## src/rtl/wb_pkg.sv

```systemverilog
// Shared widths, state encoding and constants for the writeback stage.
package wb_pkg;

   localparam int unsigned DATA_W     = 16;
   localparam int unsigned REG_ADDR_W = 3;

   localparam logic [REG_ADDR_W-1:0] ZERO_REG = '0;

   typedef enum logic [1:0] {
      IDLE     = 2'd0,
      WAIT_MEM = 2'd1,
      COMMIT   = 2'd2
   } wb_state_e;

endpackage

```

## src/rtl/wb_retire_ctr.sv

```systemverilog
// 16-bit wrapping retired-instruction counter with async active-low clear.
module wb_retire_ctr (
   input  logic        clk_i,
   input  logic        rst_ni,
   input  logic        inc_i,
   output logic [15:0] count_o
);

   logic [15:0] count_q;
   logic [15:0] count_d;

   always_comb begin
      count_d = count_q;
      if (inc_i) count_d = count_q + 16'd1;
   end

   always_ff @(posedge clk_i or negedge rst_ni) begin
      if (!rst_ni) count_q <= '0;
      else         count_q <= count_d;
   end

   assign count_o = count_q;

endmodule

```

## src/rtl/wb_stage.sv

```systemverilog
// Writeback stage: selects ALU or load result and issues one registered write.
// Optional decode bypass port enabled by defining WB_FWD_EN.
module wb_stage
   import wb_pkg::*;
(
   input  logic                  CLK,
   input  logic                  RST_N,
   input  logic                  in_valid,
   output logic                  in_ready,
   input  logic                  in_regWrite,
   input  logic [REG_ADDR_W-1:0] in_writeReg,
   input  logic                  in_isLoad,
   input  logic [DATA_W-1:0]     in_aluResult,
   input  logic [DATA_W-1:0]     mem_rdata,
   input  logic                  mem_rvalid,
   output logic                  RegWrite,
   output logic [REG_ADDR_W-1:0] writeReg,
   output logic [DATA_W-1:0]     writeValue,
   output logic                  busy,
   output logic [15:0]           retired,
   output logic                  fwd_valid,
   output logic [REG_ADDR_W-1:0] fwd_reg,
   output logic [DATA_W-1:0]     fwd_value
);

   wb_state_e             state_q, state_d;
   logic [REG_ADDR_W-1:0] wreg_q, wreg_d;
   logic [DATA_W-1:0]     wval_q, wval_d;
   logic                  wen_q, wen_d;
   logic                  accept;

   assign in_ready = (state_q != WAIT_MEM);
   assign accept   = in_valid && in_ready;

   always_comb begin
      state_d = state_q;
      wreg_d  = wreg_q;
      wval_d  = wval_q;
      wen_d   = wen_q;
      case (state_q)
         WAIT_MEM: begin
            if (mem_rvalid) begin
               wval_d  = mem_rdata;
               state_d = COMMIT;
            end
         end
         COMMIT:  state_d = IDLE;
         default: state_d = IDLE;
      endcase
      // accept overrides the COMMIT->IDLE default; r0 suppression decided at latch time
      if (accept) begin
         wreg_d = in_writeReg;
         wen_d  = in_regWrite && (in_writeReg != ZERO_REG);
         if (in_isLoad) begin
            state_d = WAIT_MEM;
         end else begin
            wval_d  = in_aluResult;
            state_d = COMMIT;
         end
      end
   end

   always_ff @(posedge CLK or negedge RST_N) begin
      if (!RST_N) begin
         state_q <= IDLE;
         wreg_q  <= '0;
         wval_q  <= '0;
         wen_q   <= 1'b0;
      end else begin
         state_q <= state_d;
         wreg_q  <= wreg_d;
         wval_q  <= wval_d;
         wen_q   <= wen_d;
      end
   end

   assign RegWrite   = (state_q == COMMIT) && wen_q;
   assign writeReg   = wreg_q;
   assign writeValue = wval_q;
   assign busy       = (state_q == WAIT_MEM);

   wb_retire_ctr u_retire_ctr (
      .clk_i   (CLK),
      .rst_ni  (RST_N),
      .inc_i   (state_q == COMMIT),
      .count_o (retired)
   );

`ifdef WB_FWD_EN
   assign fwd_valid = RegWrite;
   assign fwd_reg   = writeReg;
   assign fwd_value = writeValue;
`else
   assign fwd_valid = 1'b0;
   assign fwd_reg   = '0;
   assign fwd_value = '0;
`endif

endmodule

```

## config.mk

```make
export PLATFORM = sky130hd
export DESIGN_NAME = wb_stage
export DESIGN_NICKNAME = d
export VERILOG_FILES = /design/src/rtl/wb_pkg.sv /design/src/rtl/wb_retire_ctr.sv /design/src/rtl/wb_stage.sv
export SDC_FILE = /design/constraint.sdc
export NUM_CORES = 1
export LEC_CHECK = 0
export CAP_MARGIN = 20
export CORE_ASPECT_RATIO = 1.25
export CORE_UTILIZATION = 30
export CTS_BUF_LIST = sky130_fd_sc_hd__clkbuf_8
export DETAILED_ROUTE_END_ITERATION = 10
export PLACE_DENSITY = 0.71
export REMOVE_ABC_BUFFERS = 1
export SYNTH_ARGS = -nofsm -noshare
export SYNTH_HDL_FRONTEND = slang
export SYNTH_SLANG_ARGS = --single-unit
```

## constraint.sdc

```tcl
create_clock -name CLK -period 1.77 [get_ports CLK]
set_input_delay 0.4425 -clock CLK [delete_from_list [all_inputs] [get_ports CLK]]
set_output_delay 0.4425 -clock CLK [all_outputs]
set_load 0.02 [all_outputs]
```

Word level (Yosys, flattened, before mapping)
Index checks and enable logic that the tools add are counted.

word-level totals
  register bits after elaboration = 38
  input bits = 41
  logic and storage cells = 22

cells by class
  add/sub/neg operators = 1
  equal/unequal tests = 4
  muxes and demuxes = 8
  reductions and logical operators = 4

operators with widths
  kind                                                   count
  2-to-1 mux 16 bit                                      4
  adder 16 x 1 -> 16 bit, second input constant          1
  2-to-1 mux 2 bit                                       4
  logical AND 1 bit                                      3
  inequality test 3 x 2 -> 1 bit, second input constant  1
  nonzero test 3 bit                                     1
  == test 2 x 1 -> 1 bit, second input constant          1
  == test 2 bit, second input constant                   1
  inequality test 2 x 1 -> 1 bit, second input constant  1

Longest topological paths before layout
Gate-level depths: netlist of run 1.

  depth after elaboration = 4
  mapped depth = 6

Cells and area by module
From an unflattened synthesis of run 1, not the netlist that was laid out.

second synthesis, totals
  cells, all modules = 149
  area total of the unflattened synthesis = 1988.2 sq um

modules (own cells, without submodules)
  module         times used  cells each  area an instance (sq um)  seq. area each (sq um)
  wb_stage       1           93          1292.5                    550.5
  wb_retire_ctr  1           56          695.7                     400.4

Least setup slack after synthesis of run 1
OpenSTA, ideal clock, no wires.

  kind = reg-to-reg
  start = register state_q[1]
  end = register wreg_q[0], in the netlist writeReg[0]
  setup time = 125 ps
  arrival = 1284 ps
  required time = 1645 ps
  slack = 362 ps
  stages on the path, launching flop included = 6
  buffers on the path = 1
  period minus slack after synthesis = 1408 ps
  cells stage by stage = dfrtp_1 -> nor2b_1 -> buf_4 -> inv_1 -> nand2_1 -> mux2_2

on the way
  cells in the longest elaborated chain, start to end = 2

ends and longest elaborated chain
  item                            line            RTL
  start: declaration              wb_stage.sv:26  wb_state_e state_q, state_d;
  start signal: assignment        wb_stage.sv:70  state_q <= state_d;
  inequality test 2 x 1 -> 1 bit  wb_stage.sv:32  assign in_ready = (state_q != WAIT_MEM);
  named net in_ready              wb_stage.sv:9   output logic in_ready,
  logical AND 1 bit               wb_stage.sv:33  assign accept = in_valid && in_ready;
  end signal: assignment          wb_stage.sv:71  wreg_q <= wreg_d;
  end: declaration                wb_stage.sv:27  logic [REG_ADDR_W-1:0] wreg_q, wreg_d;

The timed path passes the listed nets, and every way through them passes these cells.
A chain may end at the register's enable or synchronous reset.

Final worst setup path of run 1
  start = register wval_q[12], in the netlist writeValue[12]
  end = output writeValue[12]

RTL lines
  item                      line            RTL
  start: declaration        wb_stage.sv:28  logic [DATA_W-1:0] wval_q, wval_d;
  start signal: assignment  wb_stage.sv:72  wval_q <= wval_d;
  end: declaration          wb_stage.sv:18  output logic [DATA_W-1:0] writeValue,

No word-level cell between the ends.

==> results of run 1 <==
## cells in the final DEF, fill, tap and decap left out, types with 5 or more instances in the layout
| cell | synthesis | routed |
|---|---|---|
| clkbuf_8 | 0 | 5 |
| clkdlybuf4s50_1 | 0 | 60 |
| conb_1 | 1 | 20 |
| dfrtp_1 | 38 | 38 |
| dlygate4sd2_1 | 0 | 11 |
| dlymetal6s2s_1 | 0 | 5 |
| mux2i_1 | 16 | 16 |
| nand2_1 | 23 | 23 |
| nand3_1 | 5 | 5 |
| nand4_1 | 5 | 5 |
| o21ai_1 | 16 | 16 |
| xnor2_1 | 14 | 14 |
## power groups by stage
stage	Sequential (mW)	Combinational, mW	Clock (mW)
after floorplan	1.57	0.447	0
after global placement	1.30	1.44	0
after detailed placement	1.30	1.46	0
after CTS	1.29	1.41	0.735
after global routing	1.33	1.51	0.766
final	1.28	1.40	0.701
## flip-flops by register name, indices dropped and copies added, names as in the netlist
signal and flops:
wen_q 1, writeValue 16, u_retire_ctr.count_o 16, writeReg 3, state_q 2
## Yosys cell counts, types with 2 or more instances
cell type / count / area [um^2]
a21oi_1: 2 / 10.0
and3_1: 3 / 18.8
buf_4: 23 / 173
buf_6: 3 / 33.8
dfrtp_1: 38 / 951
inv_1: 2 / 7.51
mux2_2: 4 / 45.0
mux2i_1: 16 / 160
nand2_1: 23 / 86.3
nand3_1: 5 / 25.0
nand4_1: 5 / 31.3
nor2_1: 3 / 11.3
nor2b_1: 2 / 12.5
o21ai_0: 2 / 10.0
o21ai_1: 16 / 80.1
xnor2_1: 14 / 123
## cell families (layout without fill, tap and decap cells)
family / count (synthesis) / in the layout
xor+xnor: 15 / 15
flops: 38 / 38
simple gates: 45 / 45
other cells: 1 / 20
mux: 20 / 20
buf+inv: 29 / 92
fa+ha+maj: 1 / 1
compound gates: 21 / 21
## through the flow
stage / instance area, um^2 / utilization
5_1_grt: 2760 / 0.468
6_report: 2760 / 0.468
4_1_cts: 2750 / 0.466
3_3_place_gp: 2650 / 0.450
2_1_floorplan: 1720 / -
3_5_place_dp: 2650 / 0.450
## worst paths after layout
kind	end	start	slack, ps
min in group CLK	u_retire_ctr.count_o[15]$_DFFE_PN0N_	u_retire_ctr.count_o[15]$_DFFE_PN0N_	470
worst min register to register	u_retire_ctr.count_o[15]$_DFFE_PN0N_	u_retire_ctr.count_o[15]$_DFFE_PN0N_	470
max in group asynchronous	state_q[1]$_DFFE_PN0P_	RST_N	1460
worst min-delay path	u_retire_ctr.count_o[7]$_DFFE_PN0N_	RST_N	120
worst max register to register	u_retire_ctr.count_o[15]$_DFFE_PN0N_	u_retire_ctr.count_o[4]$_DFFE_PN0N_	390
worst max-delay path	writeValue[12]	writeValue[12]$_DFF_PN0_	60
## cell type report
type                            count  area [um^2]
Clock buffer                        5         68.8
Clock inverter                      3         37.5
Fill cell                         562         3130
Inverter                            2         7.51
Multi-Input combinational cell    122          764
Sequential cell                    38          951
Tap cell                           82          103
Timing Repair Buffer               82          830
## per-layer routing
layer	GRT usage	vias to the layer above	routed length (um)
li1	-	693	-
met1	0.151	670	1570
met2	0.214	62	1940
met3	0.0516	2	320
met4	0.0392	0	13
met5	0	-	0
## repair_timing
action,in CTS,in global routing
hold buffers,0,0
resized for setup,12,7
endpoints found under the setup margin,12,7
gates cloned,0,0
==> flow_metrics.env, run 1 <==
export IMPL_netSwitchingPower_mw=1.18
export IMPL_p_leak_nw=1.37
export IMPL_drv_slew=0
export IMPL_avgRoutedWirePerCell_um=11.5
export IMPL_die_area_um2=6520
export IMPL_fin_worst_skew_ps=5.64
export IMPL_ys_flop_type="dfrtp_1"
export IMPL_cp_data_required_time_ps=1330
export IMPL_critPathKind="flip-flop to output port"
export IMPL_start_kind="flip-flop"
export IMPL_overflow=0
export IMPL_holdWs_ps=117
export IMPL_dp_slack_ps=74.0
export IMPL_synth_cell_types=25
export IMPL_synth_edf_count=0
export IMPL_grt_max_degree=39
export IMPL_synth_area_mux_share=0.110
export IMPL_finalCritPeriodShare=0.964
export IMPL_critical_path_max_fanout=2
export IMPL_drt_total_wl_um=3850
export IMPL_syn_area_per_cell_um2=10.9
export IMPL_hpwl_um=2820
export IMPL_synth_seq_cells=38
export IMPL_crit_family="buffers and inverters"
export IMPL_synthArstFlopShare=1.00
export IMPL_reg2reg_depth=4
export IMPL_fin_nets=293
export IMPL_syn_inst=170
export IMPL_cts_tree="done"
export IMPL_core_area_um2=5900
export IMPL_fin_ws_ps=63.8
export IMPL_critPathSlowestCell="clkdlybuf4s50_1"
export IMPL_post_cts_setup_buffer_count=0
export IMPL_worstSetupEndpointType="output port"
export IMPL_setup_viol=0
export IMPL_final_hold_viol_count=0
export IMPL_io_pins=99
export IMPL_drt_iter0_drc=24
export IMPL_post_route_drc_count=0
export IMPL_clock_sink_count=38
export IMPL_path_depth=1
export IMPL_synth_compound_area_share=0.0578
export IMPL_min_path_type="input port to async pin"
export IMPL_routed_via_count=1427
export IMPL_cp_slowest_stage_delay_ps=610
export IMPL_vdd_drop_max_mv=0.640
export IMPL_grt_pass1_vias=1433
export IMPL_die_h_um=90.0
export IMPL_drive_gt1_frac=0.0714
export IMPL_crit_chain="clkdlybuf4s50_1"
export IMPL_gp_congestion=0.728
export IMPL_cap_violations=0
export IMPL_yosys_area_share_xor_xnor=0.0706
export IMPL_rows=31
export IMPL_synth_simple_gate_area_frac=0.124
export IMPL_seq_power_share=0.379
export IMPL_antenna_cells=0
export IMPL_initial_core_util=0.316
export IMPL_fmax_mhz=586
export IMPL_fin_crit_ps=1710
export IMPL_crit_buf_inv=1
export IMPL_seq_area_frac_synth=0.511
export IMPL_final_cells=334
export IMPL_dr_pass1_iters=3
export IMPL_cts_made_buffers=5
export IMPL_grt_pass1_wl_um=6540
export IMPL_fin_setup_tns_ps=0
export IMPL_syn_area_um2=1860
export IMPL_antenna_left=0
export IMPL_power_frac_comb=0.413
export IMPL_clock_latency_ps=280
export IMPL_yosys_warnings=0
export IMPL_arrival_ps=1260
export IMPL_synth_top_family_by_area="simple AND/OR/NAND/NOR gates"
export IMPL_power_density_nw_per_um2=1220
export IMPL_syn2layout_area_growth_pct=48.4
export IMPL_cts_path_max_buffers=2
export IMPL_power_internal_mw=2.21
export IMPL_gr_usage_all_layers=0.129
export IMPL_p_sw_frac=0.348
export IMPL_placed_cells=326
export IMPL_clkPwrFrac=0.207
export IMPL_outcome="finished, final reports clean"
export IMPL_design_power_total_mw=3.38
export IMPL_vias_per_cell=4.27
export IMPL_portBuffers=78
export IMPL_dieWidth_um=72.4
export IMPL_cts_root_buf="clkbuf_8"
export IMPL_synth_fa_ha_area_frac=0.00672
export IMPL_cts_max_level=2
export IMPL_path_clk_slew_ps=70
export IMPL_antenna_found_initial=0
export IMPL_rsz0062_at_grt="no"
Power figures use the tool's default switching activity.
==> inputs of run 2 (changes only) <==
--- a/config.mk
+++ b/config.mk
@@ -10,6 +10,7 @@
 export CORE_UTILIZATION = 30
 export CTS_BUF_LIST = sky130_fd_sc_hd__clkbuf_8
 export DETAILED_ROUTE_END_ITERATION = 10
+export GPL_TIMING_DRIVEN = 1
 export PLACE_DENSITY = 0.71
 export REMOVE_ABC_BUFFERS = 1
 export SYNTH_ARGS = -nofsm -noshare
==> results of run 2 <==
No change in the layout: final DEF, timing and power equal those of run 1.
==> patch 1: new RTL, config.mk and constraints of run 1 <==
Set the package constant `DATA_W` to 14 (it was 16).
--- a/src/rtl/wb_pkg.sv
+++ b/src/rtl/wb_pkg.sv
@@ -3,3 +3,3 @@
 
-   localparam int unsigned DATA_W     = 16;
+   localparam int unsigned DATA_W     = 14;
    localparam int unsigned REG_ADDR_W = 3;
Interface: changed (resized fwd_value, in_aluResult, mem_rdata and writeValue); port bits go from 99 to 91. No check against the original RTL was run, so the function may have changed too.
==> patch 1 against run 1 <==
  * Highest routed layer unchanged
  * Sequential cell count decreased by 2
  * Critical endpoint is now retired[13]
  * Cell area shrank 3.9%
  * Wire length fell by 3.3%
  * Setup slack lost 0.0089 ns
  * Hold slack improved by 0.070 ns
  * Sequential power decreased by 13%
  * Final cell count down 8.4%
  * Power is 18% lower
  * Synthesized area is 6.1% lower
  * Synthesized cell count fell by 7.6%
  * First-iteration DRC count up 50%
==> patch 1: results (changes against run 1) <==
[run_status]
outcome=completed  ; unchanged

[timing]
timing.hold.ws_ns=0.187  ; was 0.117 ns
skew_ns=0.00401  ; was 0.00564 ns

[critical_path]
critical_path_arrival_ns=1.27
critPathTopFamily=buffers and inverters  ; unchanged
path_max_fanout=3  ; was 2
timing.reg2reg.setup_slack_ns=0.18  ; was 0.39 ns

[synthesis]
yosysSeqAreaShare_pct=51.6  ; was 51.1%
ys_top_cells_by_count=36 x dfrtp_1, 20 x buf_4, 19 x nand2_1  ; was 38 x dfrtp_1, 23 x buf_4, 23 x nand2_1
ys_types=32  ; was 25
yosysTopAreaCellShare_pct=51.6  ; was 51.1%
ys_top_cells_by_area=dfrtp_1 52%, buf_4 8.6%, mux2i_1 8.0%, xnor2_1 5.0%, o21ai_0 4.9%  ; was dfrtp_1 51%, buf_4 9.3%, mux2i_1 8.6%, xnor2_1 6.6%, nand2_1 4.6%
ys.flop_type=dfrtp_1  ; unchanged

[global_routing]
gr-usage-all-layers_pct=13.4  ; was 12.9%
grt_pass1_wl_um=6370  ; was 6540 µm
grt_max_degree=37  ; was 39
grt_pass1_vias=1355  ; was 1433

[final_layout]
diodes=0  ; unchanged
drive_above_1_share_pct=12.0  ; was 7.14%
fin_nets=279  ; was 293
fillCellCount=522  ; was 562
layout_commonest_cell=clkdlybuf4s50_1  ; unchanged

[placed_design]
dp.final_hpwl_um=2850  ; was 2820 µm
place_congestion=0.685  ; was 0.728
port_buffers=72  ; was 78

[detailed_routing]
drt_iter0_markers=36  ; was 24
routedWlPerCell_um=12.2  ; was 11.5 µm
drtPass1Iterations=4  ; was 3
post_drt_via_cell_ratio=4.45  ; was 4.27

[power_and_ir_drop]
power_switching_w=0.000862  ; was 0.00118 W
peakVddDrop_v=0.000450  ; was 0.000640 V
cellLeakagePower_nw=1.34  ; was 1.37 nW

[floorplan]
dieArea_um2=6130  ; was 6520 µm²

==> patch 1: cell types whose count changed after synthesis, moves of 2 or more <==
cell     change
o21ai_1     -16
o21ai_0     +15
nand2_1      -4
xnor2_1      -4
xor2_1       +4
buf_4        -3
buf_6        -3
nand3_1      -3
a21oi_1      -2
dfrtp_1      -2
mux2i_1      -2
==> patch 1: cell type report <==
class / count / area [µm²] / area share (%)
Tap cell: 64 / 80.1 / 3.02
Clock inverter: 1 / 30.0 / 1.13
Clock buffer: 7 / 96.3 / 3.63
Multi-Input combinational cell: 115 / 752 / 28.3
Timing Repair Buffer: 81 / 787 / 29.7
Inverter: 2 / 7.51 / 0.283
Sequential cell: 36 / 901 / 33.9
==> patch 1: repair_timing <==
item | 4_1_cts | 5_1_grt
resized for setup | 13 | 8
setup endpoints to repair | 13 | 6
pin swaps | 0 | 0
==> patch 1: cells by family (layout without fill, tap and decap cells) <==
kind of cell / after synthesis / count (layout) / synth area share [%]
multiplexers: 18 / 18 / 10.6
flip-flops: 36 / 36 / 51.6
AND/OR/NAND/NOR: 45 / 45 / 14.8
buffers and inverters: 23 / 91 / 9.31
other: 1 / 18 / 0.215
adder cells (fa/ha/maj): 1 / 1 / 0.716
AO/OA/AOI/OAI: 18 / 18 / 5.30
XOR/XNOR: 15 / 15 / 7.52
==> patch 1: worst paths after layout <==
check	from	endpoint	cells past startpoint
min in group CLK	u_retire_ctr.count_o[15]	u_retire_ctr.count_o[15]	1
worst min register to register	u_retire_ctr.count_o[15]	u_retire_ctr.count_o[15]	1
worst max-delay path	u_retire_ctr.count_o[13]	retired[13]	1
max in group asynchronous	RST_N	writeReg[2]	2
worst min-delay path	RST_N	u_retire_ctr.count_o[6]	2
worst max register to register	u_retire_ctr.count_o[0]	u_retire_ctr.count_o[12]	5
==> patch 1: power groups by stage <==
stage	clock, W	sequential [W]	combinational, W
after global placement	0	0.00112	0.000902
after global routing	0.000848	0.00114	0.000932
final	0.000783	0.00111	0.000859
after floorplan	0	0.00128	0.000257
after detailed placement	0	0.00113	0.000915
after CTS	0.000812	0.00112	0.000871
==> patch 1: per-layer routing <==
layer	up-vias	track usage, %	part of all wire [%]
met2	68	22.2	50
li1	664	-	-
met4	0	4.91	1.2
met3	4	5.09	8.4
met1	625	15.7	41
met5	-	0	0
==> patch 1: per-stage QoR <==
step / total power [W] / area [µm²] / setup slack (ns) / instances / util, %
final: 0.00276 / 2650 / 0.0549 / 306 / 48.1
after CTS: 0.00280 / 2640 / 0.00520 / 306 / 47.9
after detailed placement: 0.00204 / 2530 / 0.0552 / 298 / 45.9
after global routing: 0.00292 / 2650 / 0.00987 / 306 / 48.1
after global placement: 0.00203 / 2530 / 0.0621 / 298 / 45.9
after floorplan: 0.00154 / 1660 / 0.0583 / 153 / -
==> patch 2: new RTL, flow settings as in run 1 <==
Without the edit above. Register the output `retired`, cleared by the reset; this adds one clock of latency there. The other outputs are not delayed to match.
--- a/src/rtl/wb_stage.sv
+++ b/src/rtl/wb_stage.sv
@@ -24,2 +24,4 @@
 );
+
+   logic [15:0] retired_d;
 
@@ -85,3 +87,3 @@
       .inc_i   (state_q == COMMIT),
-      .count_o (retired)
+      .count_o (retired_d)
    );
@@ -98,2 +100,10 @@
 
+   always_ff @(posedge CLK or negedge RST_N) begin
+      if (!RST_N) begin
+         retired <= '0;
+      end else begin
+         retired <= retired_d;
+      end
+   end
+
 endmodule
Check against the original RTL: not equivalent (a bounded check fails within 4 cycles, from zero or initial values and one cycle with RST_N low).
==> patch 2 against run 1 <==
  * Highest routed layer unchanged
  * Power grew 0.39%
  * Setup slack lost 0.018 ns
  * Sequential cell count rose by 16
  * Largest power group is now sequential cells
  * Cell area is 18% higher
  * Maximum frequency shrank 1.0%
  * Wire length up 6.9%
  * Synthesized area rose by 23%
==> patch 2: results (changes against run 1) <==
[global_routing]
antenna_found_initial=0  ; unchanged
grt_max_degree=55  ; was 39
grtUsageMet2_pct=19.5  ; was 21.4%
gr-usage-met1_pct=13.5  ; was 15.1%
use_met3_pct=3.82  ; was 5.16%
gr-usage-all-layers_pct=11.5  ; was 12.9%
grt_pass1_wl_um=7020  ; was 6540 µm

[detailed_routing]
dr_wl_met2_um=2010  ; was 1940 µm
vias=1590  ; was 1427
highest_layer=met4  ; unchanged
drt_iter0_markers=39  ; was 24
routedWlPerCell_um=11.2  ; was 11.5 µm
wl_met1_um=1790  ; was 1570 µm
drtPass1Iterations=4  ; was 3
dr_wl_met3_um=254  ; was 320 µm

[clocking]
clk_pin_slew_ns=0.09  ; was 0.07 ns
numCtsBuffers=5  ; unchanged
clockRootBuffer=clkbuf_8  ; unchanged
insertion_delay_ns=0.30  ; was 0.28 ns
hold_buffers=0  ; unchanged
htreeDepth=2  ; unchanged
post_cts_buffers=0  ; unchanged
cts_buffer_depth=2  ; unchanged

[synthesis]
async_reset_ff_share_pct=100  ; unchanged
ys_top_cells_by_area=dfrtp_1 59%, buf_4 7.2%, mux2i_1 7.0%, nand2_1 3.8%, o21ai_0 3.7%  ; was dfrtp_1 51%, buf_4 9.3%, mux2i_1 8.6%, xnor2_1 6.6%, nand2_1 4.6%
ys_top_cells_by_count=54 x dfrtp_1, 23 x nand2_1, 22 x buf_4  ; was 38 x dfrtp_1, 23 x buf_4, 23 x nand2_1
synth_mux_area_share_pct=8.94  ; was 11.0%
yosysSeqAreaShare_pct=58.9  ; was 51.1%
synth_compound_area_share_pct=4.47  ; was 5.78%
synth-xor-area-share_pct=5.73  ; was 7.06%
synthAdderAreaFrac_pct=0.545  ; was 0.672%
yosys_warnings=0  ; unchanged
ys_types=28  ; was 25

[power_and_ir_drop]
power_top_consumer=sequential cells  ; was combinational logic
power.share.sequential_pct=46.8  ; was 37.9%
peakVddDrop_v=0.000595  ; was 0.000640 V
p_sw_share_pct=30.2  ; was 34.8%
comb_cell_power_w=0.000996  ; was 0.00140 W
cellLeakagePower_nw=1.63  ; was 1.37 nW
power.density_nw_per_um2=1040  ; was 1220 nW/µm²

[timing]
skew_ns=0.00319  ; was 0.00564 ns
drv_slew=0  ; unchanged
period_share_pct=97.4  ; was 96.4%

[placed_design]
dp.final_hpwl_um=3040  ; was 2820 µm
port_buffers=78  ; unchanged
place_congestion=0.767  ; was 0.728

[run_status]
outcome=completed  ; unchanged

[final_layout]
fin_nets=315  ; was 293
diodes=0  ; unchanged
drive_above_1_share_pct=10.2  ; was 7.14%

[critical_path]
cpPeakStageDelay_ns=0.61  ; about the same
critical_path_arrival_ns=1.28  ; was 1.26 ns
critPathTopFamily=buffers and inverters  ; unchanged
path_max_fanout=2  ; unchanged
crit_slowest_cell=clkdlybuf4s50_1  ; unchanged

[worst_hold_path]
holdCritPathClass=primary input to asynchronous set/reset pin  ; unchanged

## patch 2: kinds of logic (layout without fill, tap and decap cells)
family          count (synthesis)  count (layout)
compound gates                 20              20
buf+inv                        26              95
mux                            20              20
flops                          54              54
fa+ha+maj                       1               1
simple gates                   49              49
other cells                     1              20
xor+xnor                       15              15
## patch 2: cell type report
class	instances	area [µm²]
clock buffers	5	68.8
clock inverters	3	41.3
fillers	685	4150
inverters	1	3.75
multi-input cells	125	818
flip-flops and latches	54	1350
well taps	92	115
repair buffers	86	855
## patch 2: worst paths after layout
kind / start / to / slack [ns] / depth (start not counted)
setup / recovery: writeValue[1] / writeValue[1] / 0.05 / 1
hold / removal: RST_N / retired[2] / 0.11 / 2
setup reg to reg: state_q[1] / writeReg[1] / 0.27 / 6
hold reg to reg: u_retire_ctr.count_o[15] / retired[15] / 0.41 / 0
max in group asynchronous: RST_N / writeReg[0] / 1.42 / 2
min in group CLK: u_retire_ctr.count_o[15] / retired[15] / 0.41 / 0
## patch 2: repair_timing
action	4_1_cts	5_1_grt
endpoints found under the setup margin	4	6
endpoints found under the hold margin	0	0
gates resized for setup	10	6
## patch 2: metrics by stage
step           worst slack, ns  cells  setup TNS (ns)  instance area, µm²
2_1_floorplan           -0.354    180           -1.46                2170
3_3_place_gp          0.000934    358               0                3150
3_5_place_dp           -0.0118    358         -0.0118                3150
4_1_cts                0.00439    366               0                3250
5_1_grt                0.00425    366               0                3250
6_report                0.0459    366               0                3250
## patch 2: worst reg2reg max path: cells and delay by family, from the launching register on
family / cells / cell delay, ns
flops: 1 / 0.40
buf+inv: 3 / 0.39
mux: 1 / 0.35
simple gates: 2 / 0.25
